<file path="config.mk">
export PLATFORM = sky130hd
export DESIGN_NAME = control_fsm
export DESIGN_NICKNAME = d
export VERILOG_FILES = /design/src/rtl/cpu_pkg.sv /design/src/rtl/instr_decode.sv /design/src/rtl/control_fsm.sv
export SDC_FILE = /design/constraint.sdc
export NUM_CORES = 1
export LEC_CHECK = 0
export CAP_MARGIN = 5
export CORE_UTILIZATION = 65
export CTS_CLUSTER_DIAMETER = 60
export DETAILED_ROUTE_END_ITERATION = 12
export DONT_BUFFER_PORTS = 1
export PLACE_DENSITY = 0.81
export SLEW_MARGIN = 25
export SYNTH_ARGS = -nofsm -noshare
export SYNTH_HDL_FRONTEND = slang
export SYNTH_SLANG_ARGS = --single-unit
</file>
<file path="constraint.sdc">
create_clock -name clk -period 4.3 [get_ports clk]
set_input_delay 0.86 -clock clk [delete_from_list [all_inputs] [get_ports clk]]
set_output_delay 0.86 -clock clk [all_outputs]
set_load 0.05 [all_outputs]
</file>
<file path="src/rtl/cpu_pkg.sv">
// Shared CPU definitions: instruction op/ext codes, ALU operation codes and the
// control-unit state enum. The alu module consumes the same ALU_* codes.
package cpu_pkg;

   localparam logic [3:0] OP_RR    = 4'b0000;
   localparam logic [3:0] OP_LUI   = 4'b1111;

   localparam logic [3:0] CODE_ADD = 4'b0101;
   localparam logic [3:0] CODE_SUB = 4'b1001;
   localparam logic [3:0] CODE_CMP = 4'b1011;
   localparam logic [3:0] CODE_AND = 4'b0001;
   localparam logic [3:0] CODE_OR  = 4'b0010;
   localparam logic [3:0] CODE_XOR = 4'b0011;
   localparam logic [3:0] CODE_MOV = 4'b1101;

   localparam logic [4:0] ALU_ADD  = 5'd0;
   localparam logic [4:0] ALU_SUB  = 5'd1;
   localparam logic [4:0] ALU_CMP  = 5'd2;
   localparam logic [4:0] ALU_AND  = 5'd3;
   localparam logic [4:0] ALU_OR   = 5'd4;
   localparam logic [4:0] ALU_XOR  = 5'd5;
   localparam logic [4:0] ALU_MOV  = 5'd6;
   localparam logic [4:0] ALU_LUI  = 5'd7;

   typedef enum logic [1:0] {
      ST_IDLE    = 2'd0,
      ST_FETCH   = 2'd1,
      ST_DECODE  = 2'd2,
      ST_EXECUTE = 2'd3
   } state_t;

   // Same code table serves ext (register form) and op (immediate form).
   // Returns {defined, aluControl}.
   function automatic logic [5:0] code_to_alu(input logic [3:0] code);
      case (code)
         CODE_ADD: return {1'b1, ALU_ADD};
         CODE_SUB: return {1'b1, ALU_SUB};
         CODE_CMP: return {1'b1, ALU_CMP};
         CODE_AND: return {1'b1, ALU_AND};
         CODE_OR:  return {1'b1, ALU_OR};
         CODE_XOR: return {1'b1, ALU_XOR};
         CODE_MOV: return {1'b1, ALU_MOV};
         default:  return 6'd0;
      endcase
   endfunction

endpackage

</file>
<file path="src/rtl/instr_decode.sv">
// Combinational decode of one baseline instruction word into datapath controls.
module instr_decode
   import cpu_pkg::*;
#(
   parameter int REG_WIDTH     = 16,
   parameter int REG_ADDR_BITS = 4
) (
   input  logic [REG_WIDTH-1:0]     instr,
   output logic [REG_ADDR_BITS-1:0] rdest,
   output logic [REG_ADDR_BITS-1:0] rsrc,
   output logic [4:0]               alu_control,
   output logic [REG_WIDTH-1:0]     immediate,
   output logic                     b_sel,
   output logic                     reg_we,
   output logic                     flag_we,
   output logic                     illegal
);

   logic [3:0] op;
   logic [3:0] ext;
   logic [7:0] imm8;
   logic [5:0] rr_map;
   logic [5:0] im_map;

   assign op     = instr[15:12];
   assign ext    = instr[7:4];
   assign imm8   = instr[7:0];
   assign rdest  = REG_ADDR_BITS'(instr[11:8]);
   assign rsrc   = REG_ADDR_BITS'(instr[3:0]);
   assign rr_map = code_to_alu(ext);
   assign im_map = code_to_alu(op);

   always_comb begin
      alu_control = ALU_ADD;
      immediate   = '0;
      b_sel       = 1'b0;
      reg_we      = 1'b0;
      flag_we     = 1'b0;
      illegal     = 1'b0;
      // An all-zero word is NOP: every control stays at its default.
      if (instr[15:0] != 16'h0000) begin
         if (op == OP_RR) begin
            if (rr_map[5]) begin
               alu_control = rr_map[4:0];
               reg_we      = (rr_map[4:0] != ALU_CMP);
               flag_we     = (rr_map[4:0] <= ALU_CMP);
            end else begin
               illegal = 1'b1;
            end
         end else if (op == OP_LUI) begin
            alu_control = ALU_LUI;
            immediate   = REG_WIDTH'({imm8, 8'h00});
            b_sel       = 1'b1;
            reg_we      = 1'b1;
         end else if (im_map[5]) begin
            alu_control = im_map[4:0];
            b_sel       = 1'b1;
            reg_we      = (im_map[4:0] != ALU_CMP);
            flag_we     = (im_map[4:0] <= ALU_CMP);
            // Arithmetic immediates are signed, logical/move ones unsigned.
            if (im_map[4:0] <= ALU_CMP)
               immediate = {{(REG_WIDTH-8){imm8[7]}}, imm8};
            else
               immediate = REG_WIDTH'(imm8);
         end else begin
            illegal = 1'b1;
         end
      end
   end

endmodule

</file>
<file path="src/rtl/control_fsm.sv">
// Multicycle control unit: fetch handshake, decode, one-cycle execute strobes,
// program counter. Every output comes straight from a flop.
module control_fsm
   import cpu_pkg::*;
#(
   parameter int REG_WIDTH     = 16,
   parameter int REG_ADDR_BITS = 4
) (
   input  logic                     clk,
   input  logic                     reset,
   input  logic                     run,
   input  logic                     fetchValid,
   input  logic [REG_WIDTH-1:0]     fetchData,
   output logic                     fetchReq,
   output logic [REG_WIDTH-1:0]     fetchAddr,
   output logic [REG_ADDR_BITS-1:0] regAddressA,
   output logic [REG_ADDR_BITS-1:0] regAddressB,
   output logic [4:0]               aluControl,
   output logic [REG_WIDTH-1:0]     immediate,
   output logic                     aluInputBMuxSelect,
   output logic                     regWriteEnable,
   output logic                     flagWriteEnable,
   output logic                     illegal,
   output logic                     busy
);

   state_t                   state_q, state_d;
   logic [REG_WIDTH-1:0]     pc_q, pc_d;
   logic                     fetch_req_q, fetch_req_d;
   logic                     busy_q, busy_d;
   logic [REG_ADDR_BITS-1:0] ra_q, ra_d, rb_q, rb_d;
   logic [4:0]               alu_q, alu_d;
   logic [REG_WIDTH-1:0]     imm_q, imm_d;
   logic                     bsel_q, bsel_d;
   logic                     rwe_q, rwe_d, fwe_q, fwe_d;
   logic                     illegal_q, illegal_d;
   logic                     pend_rwe_q, pend_rwe_d;
   logic                     pend_fwe_q, pend_fwe_d;
   logic                     pend_ill_q, pend_ill_d;

   logic [REG_ADDR_BITS-1:0] dec_ra, dec_rb;
   logic [4:0]               dec_alu;
   logic [REG_WIDTH-1:0]     dec_imm;
   logic                     dec_bsel, dec_rwe, dec_fwe, dec_ill;

   instr_decode #(
      .REG_WIDTH     (REG_WIDTH),
      .REG_ADDR_BITS (REG_ADDR_BITS)
   ) u_decode (
      .instr       (fetchData),
      .rdest       (dec_ra),
      .rsrc        (dec_rb),
      .alu_control (dec_alu),
      .immediate   (dec_imm),
      .b_sel       (dec_bsel),
      .reg_we      (dec_rwe),
      .flag_we     (dec_fwe),
      .illegal     (dec_ill)
   );

   always_comb begin
      state_d    = state_q;
      pc_d       = pc_q;
      ra_d       = ra_q;
      rb_d       = rb_q;
      alu_d      = alu_q;
      imm_d      = imm_q;
      bsel_d     = bsel_q;
      illegal_d  = illegal_q;
      pend_rwe_d = pend_rwe_q;
      pend_fwe_d = pend_fwe_q;
      pend_ill_d = pend_ill_q;
      rwe_d      = 1'b0;
      fwe_d      = 1'b0;
      case (state_q)
         ST_IDLE: begin
            if (run) state_d = ST_FETCH;
         end
         // The fetched word is decoded on the accepting edge, so the datapath
         // controls are already presented during DECODE and held in EXECUTE.
         ST_FETCH: begin
            if (fetchValid) begin
               state_d    = ST_DECODE;
               ra_d       = dec_ra;
               rb_d       = dec_rb;
               alu_d      = dec_alu;
               imm_d      = dec_imm;
               bsel_d     = dec_bsel;
               pend_rwe_d = dec_rwe;
               pend_fwe_d = dec_fwe;
               pend_ill_d = dec_ill;
            end
         end
         ST_DECODE: begin
            state_d   = ST_EXECUTE;
            rwe_d     = pend_rwe_q;
            fwe_d     = pend_fwe_q;
            illegal_d = illegal_q | pend_ill_q;
         end
         ST_EXECUTE: begin
            pc_d    = pc_q + REG_WIDTH'(1);
            state_d = run ? ST_FETCH : ST_IDLE;
         end
         default: state_d = ST_IDLE;
      endcase
      fetch_req_d = (state_d == ST_FETCH);
      busy_d      = (state_d != ST_IDLE);
   end

   always_ff @(posedge clk or posedge reset) begin
      if (reset) begin
         state_q     <= ST_IDLE;
         pc_q        <= '0;
         fetch_req_q <= 1'b0;
         busy_q      <= 1'b0;
         ra_q        <= '0;
         rb_q        <= '0;
         alu_q       <= ALU_ADD;
         imm_q       <= '0;
         bsel_q      <= 1'b0;
         rwe_q       <= 1'b0;
         fwe_q       <= 1'b0;
         illegal_q   <= 1'b0;
         pend_rwe_q  <= 1'b0;
         pend_fwe_q  <= 1'b0;
         pend_ill_q  <= 1'b0;
      end else begin
         state_q     <= state_d;
         pc_q        <= pc_d;
         fetch_req_q <= fetch_req_d;
         busy_q      <= busy_d;
         ra_q        <= ra_d;
         rb_q        <= rb_d;
         alu_q       <= alu_d;
         imm_q       <= imm_d;
         bsel_q      <= bsel_d;
         rwe_q       <= rwe_d;
         fwe_q       <= fwe_d;
         illegal_q   <= illegal_d;
         pend_rwe_q  <= pend_rwe_d;
         pend_fwe_q  <= pend_fwe_d;
         pend_ill_q  <= pend_ill_d;
      end
   end

   assign fetchReq           = fetch_req_q;
   assign fetchAddr          = pc_q;
   assign regAddressA        = ra_q;
   assign regAddressB        = rb_q;
   assign aluControl         = alu_q;
   assign immediate          = imm_q;
   assign aluInputBMuxSelect = bsel_q;
   assign regWriteEnable     = rwe_q;
   assign flagWriteEnable    = fwe_q;
   assign illegal            = illegal_q;
   assign busy               = busy_q;

endmodule

</file>
After elaboration in Yosys (flattened, before gate mapping)
Index checks and enable logic that the tools add are counted.
{"block": "classes", "n_lt_le_gt_ge": 2, "n_bitwise": 1, "add_sub_neg": 1, "eq_ne": 21, "n_mux": 37, "reduce_logical": 5}
{"cell": "6-bit case mux with 7 select lines", "count": 2}
{"cell": "16-bit two-way mux", "count": 5}
{"cell": "4-bit equality test (second input constant)", "count": 7}
{"cell": "5-bit two-way mux", "count": 5}
{"cell": "1-bit two-way mux", "count": 22}
{"cell": "16-bit by 1-bit adder with 16-bit output (second input constant)", "count": 1}
{"cell": "4-bit by 2-bit equality test with 1-bit output (second input constant)", "count": 4}
{"cell": "16-bit nonzero test", "count": 1}
{"cell": "5-bit by 2-bit <= comparator with 1-bit output (second input constant)", "count": 2}
{"cell": "5-bit by 2-bit inequality test with 1-bit output (second input constant)", "count": 2}
{"cell": "4-bit by 1-bit equality test with 1-bit output (second input constant)", "count": 2}
{"cell": "4-bit by 3-bit equality test with 1-bit output (second input constant)", "count": 2}
{"cell": "2-bit case mux with 4 select lines", "count": 1}
{"cell": "2-bit by 1-bit equality test with 1-bit output (second input constant)", "count": 2}
{"cell": "2-bit equality test (second input constant)", "count": 2}
{"cell": "4-bit zero test", "count": 1}
{"cell": "2-bit two-way mux", "count": 2}
{"cell": "2-bit zero test", "count": 1}
{"cell": "2-bit AND reduction", "count": 1}
{"cell": "2-bit nonzero test", "count": 1}
{"cell": "1-bit OR", "count": 1}
{"block": "word_totals", "regBits": 56, "wordCells": 82, "out_inout_bits": 51}

Logic depth before layout (Yosys ltp)
{"block": "logic_depth", "word_depth": 8, "mapped_depth": 6}

Modules after synthesis
From an unflattened synthesis, not the netlist that was laid out.
{"block": "unflattened", "cells_unflattened": 247, "area_unflattened_um2": 2813.9}
{"mod": "control_fsm", "area_per_inst_um2": 2190.9, "seq_area_each_um2": 1401.3, "cells_each": 154, "instances": 1}
{"mod": "instr_decode", "area_per_inst_um2": 623.1, "seq_area_each_um2": 0.0, "cells_each": 93, "instances": 1}

Worst setup path before layout
Ideal clock, no wire load.
{"block": "synth_timing", "path_kind": "flip-flop to flip-flop", "startpoint": "reg pc_q[1] (netlist: fetchAddr[1])", "endpoint": "reg pc_q[14] (netlist: fetchAddr[14])", "period_less_slack_ns": 1.872, "path_buffers": 0, "stages_incl_launch_ff": 6, "setup_slack_ns": 2.428, "arrival_time_ns": 1.731, "path_cell_list": "dfrtp_1 > ha_1 > nand4_1 > nor4_2 > nand3_1 > xnor2_1"}
{"block": "synth_via", "elab_chain_len": 1}
{"element": "start: declaration", "line": "control_fsm.sv:28", "source": "logic [REG_WIDTH-1:0] pc_q, pc_d;"}
{"element": "start signal: assignment", "line": "control_fsm.sv:129", "source": "pc_q <= pc_d;"}
{"element": "16-bit by 1-bit adder with 16-bit output", "line": "control_fsm.sv:101", "source": "pc_d = pc_q + REG_WIDTH'(1);"}
Every way passes these cells.
A chain may end at the register's enable or synchronous reset.

Final worst setup path
Ends and elaborated chain as after synthesis.

==> results.yml <==
finish:
  multi_input_area_um2: 1010
  seq_area_um2: 1350
  drive_above_1_share: 0.130
  nFillCells: 255
  final_common_cell: "dfrtp_1"
  fin_nets: 244
  syn_to_final_growth_pct: 3.97
  fin_area_um2: 2560
  final_cell_mix: "dfrtp_1, nand2_1, nor2_1"
  antenna_cells: 0
  post-route-util: 0.738
cts:
  postCtsSetupBuffers: 0
  numCtsBuffers: 5
  clk_pin_slew_ns: 0.09
  post_cts_resize_count: 0
  clock_path_buffers: 2
  insertion_delay_ns: 0.30
  tritoncts: "built"
  htree_num_levels: 2
  clock-root-buffer: "clkbuf_8"
  cts.sinks: 54
  cts_hold_buf: 0
floorplan:
  die_w_um: 63.5
  start_util: 0.710
  die_height_um: 63.5
  core-area_um2: 3470
  ios: 71
  die_area_um2: 4040
  num_rows: 21
synth:
  synth-edff-count: 0
  synthSimpleGateAreaFrac: 0.177
  synthCells: 228
  yosysSeqAreaShare: 0.549
  ys_ff_latch: 54
  synth_top_family_by_area: "simple AND/OR/NAND/NOR gates"
  syn_area_um2: 2460
  ys_warn_count: 0
  syn_avg_cell_area_um2: 10.8
  synthFlopType: "dfrtp_1"
  synthXorXnorAreaFrac: 0.0569
  synthArstFlopShare: 1.00
  synth.area.mux_share: 0.0452
  yosysUniqueCellTypes: 50
  synth-compound-area-share: 0.122
  synth_fa_ha_area_frac: 0.00508
critical_path:
  r2r_cells: 5
  slowest_delay_ns: 0.73
  cp_max_fo: 5
  cp_num_buf_inv: 0
  worstReg2RegEnd: "fetchAddr[14]$_DFFE_PP0N_"
  crit_path_end_kind: "register"
  reg2reg_slack_ns: 2.18
  cp-start-kind: "register"
  cp.required_ns: 4.47
  reg2reg_from: "fetchAddr[1]$_DFFE_PP0N_"
  arrival_ns: 2.29
  crit_path_top_delay_cell: "dfrtp_1"
  critPathTopFamily: "simple AND/OR/NAND/NOR gates"
  crit_chain: "ha_1, nand4_1, nor4_2, nand3_1, xnor2_1"
  worstSetupPathType: "reg -> reg"
outcome:
  outcome: "finished, final reports clean"
sta:
  setup_viol: 0
  slew_viol_final: 0
  clock_skew_ns: 0.00316
  hold_ws_ns: 0.482
  rsz0062_at_grt: "false"
  layout_worst_path_cycle_share: 0.492
  setup_tns_ns: 0
  finalHoldViolCount: 0
  min_period_ns: 2.12
  fin_ws_ns: 2.18
  fmax_mhz: 473
  slew_headroom: 0.410
  worst_slew_pin_slew_ns: 0.884
pwr:
  power_frac_seq: 0.679
  p_switching_w: 0.00105
  worst_ir_drop_vdd_mv: 0.516
  p_comb_frac: 0.157
  p_leak_nw: 1.15
  power_density_nw_per_um2: 812
  p_sw_frac: 0.506
  intPower_w: 0.00103
  clockPowerShare: 0.164
global_routing:
  grt_pass1_wl_mm: 8.25
  grtUsageTotal: 0.269
  grt-ovfl-total: 0
  grt_max_degree: 55
  grt_pass1_vias: 1748
  antenna_found_initial: 0
worst_hold_path:
  hold_path_class: "reg -> reg"
  whs_path_depth: 2
  hold_start: "pend_fwe_q$_DFFE_PP0P_"
  whs_endpoint: "pend_fwe_q$_DFFE_PP0P_"
placement:
  place_area_um2: 2440
  gp_congestion: 0.777
  hpwl_mm: 3.53
  port_buffers: 0
  pre_cts_ws_ns: 2.13
drt:
  drt_iter0_drc: 73
  num_vias: 1686
  vias_per_cell: 6.27
  wl_per_cell_um: 18.5
  first_pass_iters: 4
  routed_wirelength_mm: 4.98
  drc: 0
  antenna_left: 0
flow_run:
  drv_cap: 0
-- worst max-delay path by stage --
| stage | to | from | slack (ns) | cells after the start |
|---|---|---|---|---|
| 3_3_place_gp | regAddressA[3]$_DFFE_PP0P_ | fetchValid | 2.21 | 3 |
| 4_1_cts | fetchAddr[14]$_DFFE_PP0N_ | fetchAddr[1]$_DFFE_PP0N_ | 2.17 | 5 |
| 5_1_grt | fetchAddr[12]$_DFFE_PP0N_ | fetchAddr[1]$_DFFE_PP0N_ | 2.07 | 5 |
| 2_1_floorplan | aluControl[0]$_DFFE_PP0P_ | reset | 2.13 | 1 |
| 6_report | fetchAddr[14]$_DFFE_PP0N_ | fetchAddr[1]$_DFFE_PP0N_ | 2.18 | 5 |
| 3_5_place_dp | regAddressB[1]$_DFFE_PP0P_ | fetchValid | 2.13 | 3 |
-- worst register-to-register path, cell delays in order (launching register included) --
cell and delay (ns):
dfrtp_1 0.73, ha_1 0.32, nand4_1 0.15, nor4_2 0.43, nand3_1 0.17, xnor2_1 0.18
-- flip-flops by register name, summed over array words and instances (netlist names), 2 cells and up --
signal,flops
aluControl,3
fetchAddr,16
immediate,16
regAddressA,4
regAddressB,4
state_q,2
-- synth_stat cells, drive strengths merged (2+ instances only) --
cell | count | area, um2
inv | 6 | 22.5
dfrtp | 54 | 1350
a21o | 2 | 15.0
nor3 | 5 | 25.0
xor2 | 7 | 61.3
a21oi | 7 | 35.0
mux2 | 9 | 101
nor2 | 14 | 52.6
o21ai | 20 | 104
nand3 | 7 | 35.0
o21a | 2 | 15.0
a22o | 8 | 70.1
nand2 | 24 | 90.1
clkbuf | 2 | 7.51
nand4 | 6 | 43.8
xnor2 | 9 | 78.8
buf | 12 | 77.6
and2b | 2 | 16.3
and3 | 2 | 12.5
and2 | 4 | 27.5
nor4 | 4 | 37.5
-- metal layers --
metal | global-route usage | share of wire | up-vias
met1 | 0.329 | 0.40 | 824
met3 | 0.0888 | 0.087 | 6
met2 | 0.445 | 0.51 | 77
met4 | 0.0881 | 0.0096 | 0
li1 | - | - | 779
met5 | 0 | 0 | -
-- power groups by stage --
| stage | Clock, W | Sequential [W] | Combinational [W] |
|---|---|---|---|
| 4_1_cts | 0.000349 | 0.00141 | 0.000330 |
| 3_5_place_dp | 0 | 0.00142 | 0.000331 |
| 5_1_grt | 0.000363 | 0.00143 | 0.000370 |
| 3_3_place_gp | 0 | 0.00141 | 0.000303 |
| 6_report | 0.000341 | 0.00141 | 0.000325 |
| 2_1_floorplan | 0 | 0.00137 | 0.000294 |
-- per-stage QoR --
stage | power (W) | cells
after CTS | 0.00209 | 269
after floorplan | 0.00167 | 229
final | 0.00208 | 269
after global routing | 0.00217 | 269
after global placement | 0.00171 | 262
after detailed placement | 0.00175 | 262
-- logic make-up (layout without fill, tap and decap cells) --
group	count (synthesis)	in the layout
multiplexers	10	10
flip-flops	54	54
AO/OA/AOI/OAI	47	47
other	1	2
adder cells (fa/ha/maj)	1	1
AND/OR/NAND/NOR	79	79
buffers and inverters	20	14
XOR/XNOR	16	16
-- area by class of cell --
cell class / count / area share
clock buffer: 6 / 0.0323
inverter: 6 / 0.00929
timing repair buffer: 1 / 0.00293
tap: 46 / 0.0225
clock inverter: 1 / 0.0117
multi-input combinational: 155 / 0.393
sequential: 54 / 0.528
Power figures use the tool's default switching activity.
